--- config.mk ---
export PLATFORM = sky130hd
export DESIGN_NAME = udm_uart_rx
export DESIGN_NICKNAME = d
export VERILOG_FILES = /design/src/rtl/udm_uart_rx.sv
export SDC_FILE = /design/constraint.sdc
export NUM_CORES = 1
export LEC_CHECK = 0
export ABC_AREA = 1
export BUFFER_PORTS_ARGS = -buffer_cell sky130_fd_sc_hd__buf_2
export CORE_MARGIN = 3
export CORE_UTILIZATION = 55
export DETAILED_ROUTE_END_ITERATION = 7
export PLACE_DENSITY = 0.74
export SYNTH_ARGS = -nofsm -noshare
export SYNTH_HDL_FRONTEND = slang
export SYNTH_SLANG_ARGS = --single-unit
--- constraint.sdc ---
create_clock -name clk_i -period 2 [get_ports clk_i]
set_input_delay 0 -clock clk_i [delete_from_list [all_inputs] [get_ports clk_i]]
set_output_delay 0 -clock clk_i [all_outputs]
set_load 0.05 [all_outputs]
--- src/rtl/udm_uart_rx.sv ---
// UART 8N1 receiver: 2-FF synchroniser, oversampled bit timing with a 3-sample
// majority vote, one-cycle done/framing-error strobes for the UDM controller.
module udm_uart_rx #(
   parameter int CLK_FREQ_HZ = 50000000,
   parameter int BAUD_RATE   = 115200,
   parameter int OVERSAMPLE  = 16
) (
   input  logic       clk_i,
   input  logic       reset_i,
   input  logic       rx_i,
   output logic       rx_done_tick_o,
   output logic [7:0] rx_data_bo,
   output logic       rx_err_frame_o
);

   localparam int DIV   = CLK_FREQ_HZ / (BAUD_RATE * OVERSAMPLE);
   localparam int DIV_W = $clog2(DIV);
   localparam int SC_W  = $clog2(OVERSAMPLE);
   localparam int H     = OVERSAMPLE / 2;

   localparam logic [DIV_W-1:0] DIV_LAST = DIV_W'(DIV - 1);
   localparam logic [SC_W-1:0]  SC_LAST  = SC_W'(OVERSAMPLE - 1);
   localparam logic [SC_W-1:0]  SC_S0    = SC_W'(H - 2);
   localparam logic [SC_W-1:0]  SC_S1    = SC_W'(H - 1);
   localparam logic [SC_W-1:0]  SC_EVAL  = SC_W'(H);

   localparam logic [2:0] ST_IDLE  = 3'd0;
   localparam logic [2:0] ST_START = 3'd1;
   localparam logic [2:0] ST_DATA  = 3'd2;
   localparam logic [2:0] ST_STOP  = 3'd3;
   localparam logic [2:0] ST_BREAK = 3'd4;

   logic             rx_meta_q, rx_meta_d;
   logic             rx_s_q, rx_s_d;
   logic [2:0]       state_q, state_d;
   logic [DIV_W-1:0] div_q, div_d;
   logic [SC_W-1:0]  sc_q, sc_d;
   logic [2:0]       bit_q, bit_d;
   logic [1:0]       samp_q, samp_d;
   logic [7:0]       shift_q, shift_d;
   logic [7:0]       data_q, data_d;
   logic             done_q, done_d;
   logic             err_q, err_d;

   logic samp_tick, eval, bit_end, maj;

   always_comb begin
      rx_meta_d = rx_i;
      rx_s_d    = rx_meta_q;

      samp_tick = (div_q == DIV_LAST);
      // Samples land on the ticks that move sc into H-1, H, H+1; the third
      // sample is the live rx_s on the H+1 tick, so the vote is decided there.
      eval    = samp_tick && (sc_q == SC_EVAL);
      bit_end = samp_tick && (sc_q == SC_LAST);
      maj     = (samp_q[0] & samp_q[1]) | (samp_q[0] & rx_s_q) | (samp_q[1] & rx_s_q);

      div_d = samp_tick ? '0 : div_q + DIV_W'(1);
      sc_d  = sc_q;
      if (samp_tick)
         sc_d = (sc_q == SC_LAST) ? '0 : sc_q + SC_W'(1);

      samp_d = samp_q;
      if (samp_tick && (sc_q == SC_S0))
         samp_d[0] = rx_s_q;
      if (samp_tick && (sc_q == SC_S1))
         samp_d[1] = rx_s_q;

      state_d = state_q;
      bit_d   = bit_q;
      shift_d = shift_q;
      data_d  = data_q;
      done_d  = 1'b0;
      err_d   = 1'b0;

      case (state_q)
         ST_IDLE: begin
            sc_d = '0;
            if (!rx_s_q) begin
               // Restart the divider so sampling is phased to the start edge.
               state_d = ST_START;
               div_d   = '0;
            end
         end
         ST_START: begin
            if (eval && maj) begin
               state_d = ST_IDLE;
               sc_d    = '0;
            end else if (bit_end) begin
               state_d = ST_DATA;
               bit_d   = '0;
            end
         end
         ST_DATA: begin
            if (eval)
               shift_d = {maj, shift_q[7:1]};
            if (bit_end) begin
               if (bit_q == 3'd7)
                  state_d = ST_STOP;
               else
                  bit_d = bit_q + 3'd1;
            end
         end
         ST_STOP: begin
            // Decide at mid-stop so a following start edge is never missed.
            if (eval) begin
               sc_d = '0;
               if (maj) begin
                  data_d  = shift_q;
                  done_d  = 1'b1;
                  state_d = ST_IDLE;
               end else begin
                  err_d   = 1'b1;
                  state_d = ST_BREAK;
               end
            end
         end
         ST_BREAK: begin
            sc_d = '0;
            if (rx_s_q)
               state_d = ST_IDLE;
         end
         default: begin
            state_d = ST_IDLE;
            sc_d    = '0;
         end
      endcase
   end

   always_ff @(posedge clk_i or posedge reset_i) begin
      if (reset_i) begin
         rx_meta_q <= 1'b1;
         rx_s_q    <= 1'b1;
         state_q   <= ST_IDLE;
         div_q     <= '0;
         sc_q      <= '0;
         bit_q     <= '0;
         samp_q    <= '0;
         shift_q   <= '0;
         data_q    <= '0;
         done_q    <= 1'b0;
         err_q     <= 1'b0;
      end else begin
         rx_meta_q <= rx_meta_d;
         rx_s_q    <= rx_s_d;
         state_q   <= state_d;
         div_q     <= div_d;
         sc_q      <= sc_d;
         bit_q     <= bit_d;
         samp_q    <= samp_d;
         shift_q   <= shift_d;
         data_q    <= data_d;
         done_q    <= done_d;
         err_q     <= err_d;
      end
   end

   assign rx_done_tick_o = done_q;
   assign rx_err_frame_o = err_q;
   assign rx_data_bo     = data_q;

endmodule

# Word-level counts from Yosys, hierarchy flattened
# Index checks and enable logic that the tools add are counted.
dict set report totals {
  reg_bits 37
  output_inout_bits 10
}
dict set report op_classes {
  add_sub_neg 3
  n_eq_ne 19
  mux 28
  n_bitwise 5
  n_reduce_logical 11
}
# op count
set ops {}
lappend ops {{$mux W3} 12}
lappend ops {{$mux W4} 4}
lappend ops {{$ne A2 B2 Y1 const B} 8}
lappend ops {{$mux W5} 3}
lappend ops {{$pmux W3 S5} 1}
lappend ops {{$pmux W4 S3} 1}
lappend ops {{$eq A4 B3 Y1 const B} 2}
lappend ops {{$eq A4 B4 Y1 const B} 2}
lappend ops {{$eq A3 B2 Y1 const B} 2}
lappend ops {{$eq A3 B3 Y1 const B} 2}
lappend ops {{$mux W1} 6}
lappend ops {{$pmux W3 S2} 1}
lappend ops {{$reduce_and A6 Y1} 1}
lappend ops {{$add A5 B1 Y5 const B} 1}
lappend ops {{$eq A5 B5 Y1 const B} 1}
lappend ops {{$logic_and A1 B1 Y1} 5}
lappend ops {{$reduce_and A5 Y1} 1}
lappend ops {{$add A4 B1 Y4 const B} 1}
lappend ops {{$add A3 B1 Y3 const B} 1}
lappend ops {{$and A1 B1 Y1} 3}
lappend ops {{$eq A3 B1 Y1 const B} 1}
lappend ops {{$logic_not A3 Y1} 1}
lappend ops {{$ne A3 B3 Y1 const B} 1}
lappend ops {{$reduce_and A3 Y1} 1}
lappend ops {{other kinds (3)} 4}

# Logic depth before layout (Yosys ltp)
dict set report depth {
  depth_word 6
  ltp_mapped 11
  depth_no_buf 11
}

# Worst setup path after synthesis
# No wires, ideal clock.
dict set report synth_path {
  kind {reg-to-reg}
  startpoint {reg div_q[0]}
  endpoint {reg state_q[1]}
  arrival_ps 1345
  slack_ps 538
  stages_incl_launch_ff 12
  path_buffers 0
  synth_period_minus_slack_ps 1462
  path_cell_list {dfrtp_1 -> inv_1 -> ha_1 -> nand2_1 -> nor2_8 -> nand2_4 -> nand2_4 -> inv_2 -> nor2_4 -> nand2_1 -> nand2_1 -> nand2_1}
}
dict set report synth_via {
  elab_chain_len 5
  elab_cells_between_ends 10
  classes_between {eq/ne (4); mux (2); reduce/logical (4)}
}
# element line
set synth_rtl {}
lappend synth_rtl {{start, declared} 36} ;# logic [DIV_W-1:0] div_q, div_d;
lappend synth_rtl {{start signal, assigned} 147} ;# div_q <= div_d;
lappend synth_rtl {{$eq A5 B5 Y1 (*)} 51} ;# samp_tick = (div_q == DIV_LAST);
lappend synth_rtl {{$logic_and A1 B1 Y1} 54} ;# eval = samp_tick && (sc_q == SC_EVAL);
lappend synth_rtl {{$logic_and A1 B1 Y1} 86} ;# if (eval && maj) begin
lappend synth_rtl {{$ne A3 B3 Y1 (no line) / $mux W3 (equally long branches)} -}
lappend synth_rtl {{$reduce_and A6 Y1 (no line) / $pmux W3 S5 (equally long branches)} -}
lappend synth_rtl {{end signal, assigned} 146} ;# state_q <= state_d;
lappend synth_rtl {{end, declared} 35} ;# logic [2:0] state_q, state_d;
# Mark *: on every way between the ends. The rest lies on a longest branch, timed or not.
# A chain may end at the register's enable or synchronous reset.

# Worst setup path in the final report
dict set report layout_path {
  startpoint {reg div_q[0]}
  endpoint {reg sc_q[0]}
}
dict set report layout_via {
  elab_chain_len 5
  elab_cells_between_ends 7
  classes_between {eq/ne (1); mux (4); reduce/logical (2)}
}
# element line
set layout_rtl {}
lappend layout_rtl {{$eq A5 B5 Y1 (*)} 51}
lappend layout_rtl {{$logic_and A1 B1 Y1} 54}
lappend layout_rtl {{$logic_and A1 B1 Y1} 86}
lappend layout_rtl {{$mux W4} 86}
lappend layout_rtl {{$pmux W4 S3 (*)} 76} ;# case (state_q)
lappend layout_rtl {{net sc_d[0]} 37} ;# logic [SC_W-1:0] sc_q, sc_d;
lappend layout_rtl {{end signal, assigned} 136} ;# sc_q <= '0;
lappend layout_rtl {{end signal, assigned} 148} ;# sc_q <= sc_d;
lappend layout_rtl {{end, declared} 37}
# The timed path passes the listed nets; every way through them passes the cells marked *.

==> impl_metrics.env <==
export IMPL_timing_rr_start="div_q[0]$_DFF_PP0_"
export IMPL_timing_final_crit_share=0.847
export IMPL_timing_final_ws_setup_ns=0.305
export IMPL_setup_viol=0
export IMPL_fmax_ghz=0.590
export IMPL_place_ws_ns=0.335
export IMPL_avgRoutedWirePerCell_um=12.8
export IMPL_postCtsSetupBuffers=0
export IMPL_async_flop_share=1.00
export IMPL_crit_path_max_fanout=10
export IMPL_io_pins=13
export IMPL_htreeDepth=2
export IMPL_root_buffer="clkbuf_4"
export IMPL_cts_made_buffers=5
export IMPL_path_class="reg2reg"
export IMPL_worst_setup_path_end_kind="register"
export IMPL_die_w_um=63.8
export IMPL_postSynthCellCount=200
export IMPL_area_growth_pct=10.2
export IMPL_drive_gt1_frac=0.205
export IMPL_first_iter_violations=87
export IMPL_via_count=1326
export IMPL_nets=229
export IMPL_clk_latency_ns=0.35
export IMPL_synth_flop_cell="dfrtp_1"
export IMPL_grt_usage=0.191
export IMPL_rows=20
export IMPL_maxCapViolations=0
export IMPL_tightest_slew_ns=0.617
export IMPL_fin_util=0.646
export IMPL_period_needed_ns=1.69
export IMPL_antenna_found_initial=0
export IMPL_synth_edf_count=0
export IMPL_skew_ns=0.0105
export IMPL_cts_tree="built"
export IMPL_maxSlewHeadroom=0.585
export IMPL_startpoint="div_q[0]$_DFF_PP0_"
export IMPL_grt_setup_unrepaired="no"
export IMPL_status="complete, no violations"
export IMPL_power_total_mw=1.20
export IMPL_yosysWarningCount=0
export IMPL_hold_violations=0
export IMPL_critPathArrivalTime_ns=1.93
export IMPL_min_path_type="in2async"
export IMPL_synth_cell_types=29
export IMPL_clockBufferDepth=2
export IMPL_power_density_nw_per_um2=591
export IMPL_finalMaxSlewViolations=0
export IMPL_cts_sinks=37
export IMPL_clk_pin_slew_ns=0.12
export IMPL_avgSynthCellArea_um2=9.18
export IMPL_whs_ns=0.213
export IMPL_synth_yosys_seq_area_share=0.506
export IMPL_p_leak_nw=1.07
export IMPL_ir_worst_vdd_uv=379
export IMPL_ant_nets=0
export IMPL_start_util=0.587
export IMPL_wl_mm=3.36
export IMPL_startpoint_type="register"
export IMPL_grt_pass1_vias=1329
export IMPL_synth_area_um2=1840
export IMPL_place_congestion=0.878
export IMPL_drc=0
export IMPL_grt_pass1_wl_mm=5.95
export IMPL_tns_ns=0
export IMPL_core_um2=3130
export IMPL_grt_max_degree=26
export IMPL_required_ns=2.24
export IMPL_num_antenna_cells=0
export IMPL_die_area_um2=4070
export IMPL_dp_hpwl_mm=2.46
export IMPL_viasPerCell=5.04
export IMPL_syn_nets=210
export IMPL_ys_seq_elements=37
export IMPL_dr_pass1_iters=4
export IMPL_port_buffer_count=12
export IMPL_grt_ovfl_total=0
export IMPL_die_h_um=63.8
-- worst max-delay path: stages, from the launching register on --
cell and delay (ns):
dfrtp_1 0.44, inv_1 0.08, ha_1 0.17, nand2_1 0.13, nor2_8 0.22, nand3_1 0.13, nand2_1 0.11, nand3_1 0.12
inv_1 0.13, nor2_1 0.06
-- power by group --
group	internal, mW	leakage [nW]	switching [mW]	total (mW)
combinational	0.00828	0.554	0.0170	0.0252
sequential	0.752	0.485	0.00128	0.753
clock	0.165	0.0303	0.253	0.418
-- cell type report --
cell class	instances	area [um2]
fill	266	1110
sequential	37	928
multi-input combinational	132	774
inverter	28	105
timing repair buffer	15	100
tap	44	55.1
clock buffer	6	51.3
clock inverter	1	7.51
-- routing by layer --
layer | track usage | part of all wire
met1 | 0.240 | 0.47
met2 | 0.299 | 0.47
met3 | 0.0615 | 0.035
met4 | 0.0889 | 0.021
met5 | 0 | 0
-- cell usage in the layout, fill, tap and decap left out, types with 2 or more instances in the layout --
| cell type | n |
|---|---|
| nor2_4 | 2 |
| nand3_1 | 16 |
| buf_2 | 12 |
| o21ai_0 | 9 |
| nand2_1 | 49 |
| nand2_4 | 2 |
| nor2_8 | 2 |
| nand4_1 | 3 |
| o21ai_1 | 3 |
| ha_1 | 7 |
| nor2_1 | 13 |
| dfstp_2 | 2 |
| xor2_1 | 3 |
| nand2_2 | 3 |
| clkbuf_4 | 5 |
| inv_2 | 2 |
| inv_1 | 26 |
| dfrtp_1 | 35 |
| dlygate4sd3_1 | 2 |
| o21ai_2 | 10 |
-- final timing paths --
| kind | to | slack [ns] | cells past startpoint |
|---|---|---|---|
| worst max-delay path | sc_q[0]$_DFF_PP0_ | 0.31 | 9 |
| worst min-delay path | shift_q[7]$_DFFE_PP0P_ | 0.21 | 3 |
| worst max register to register | sc_q[0]$_DFF_PP0_ | 0.31 | 9 |
| worst min register to register | rx_s_q$_DFF_PP1_ | 0.36 | 0 |
| max in group asynchronous | rx_s_q$_DFF_PP1_ | 1.19 | 4 |
| min in group clk_i | rx_meta_q$_DFF_PP1_ | 0.30 | 2 |
-- synthesized netlist by cell type, types with 2 or more instances --
cell | n | area [um2]
nor2_4 | 2 | 22.5
o21ai_1 | 3 | 15.0
nand3_1 | 16 | 80.1
inv_1 | 26 | 97.6
xor2_1 | 3 | 26.3
dfrtp_1 | 35 | 876
nand2_1 | 49 | 184
o21ai_2 | 10 | 87.6
nor2_1 | 13 | 48.8
o21ai_0 | 9 | 45.0
nand4_1 | 3 | 18.8
inv_2 | 2 | 7.51
buf_6 | 2 | 22.5
nand2_2 | 3 | 18.8
nand2_4 | 2 | 22.5
ha_1 | 7 | 87.6
nor2_8 | 2 | 40.0
dfstp_2 | 2 | 52.6
-- state kept, by name, indices dropped and copies added (netlist names) --
signal / count
bit_q: 3
div_q: 5
rx_data_bo: 8
rx_done_tick_o: 1
rx_err_frame_o: 1
rx_meta_q: 1
rx_s_q: 1
samp_q: 2
sc_q: 4
shift_q: 8
state_q: 3
-- what timing repair did --
item,in CTS,in global routing
hold endpoints to repair,13,0
hold buffers,2,0
gates resized for setup,0,0
-- logic make-up (layout without fill, tap and decap cells) --
family,count (synthesis),in the layout,synth area share
AND/OR/NAND/NOR,95,95,0.260
flip-flops,37,37,0.506
buffers and inverters,31,50,0.0723
AO/OA/AOI/OAI,26,26,0.0947
adder cells (fa/ha/maj),7,7,0.0477
XOR/XNOR,4,4,0.0191
-- per-stage QoR --
stage               instances  area, um2
floorplan                 200       1840
CTS                       263       2020
detailed placement        254       1940
global placement          254       1940
global route              263       2020
finish                    263       2020
No activity file was read; power rests on OpenSTA's default activity.
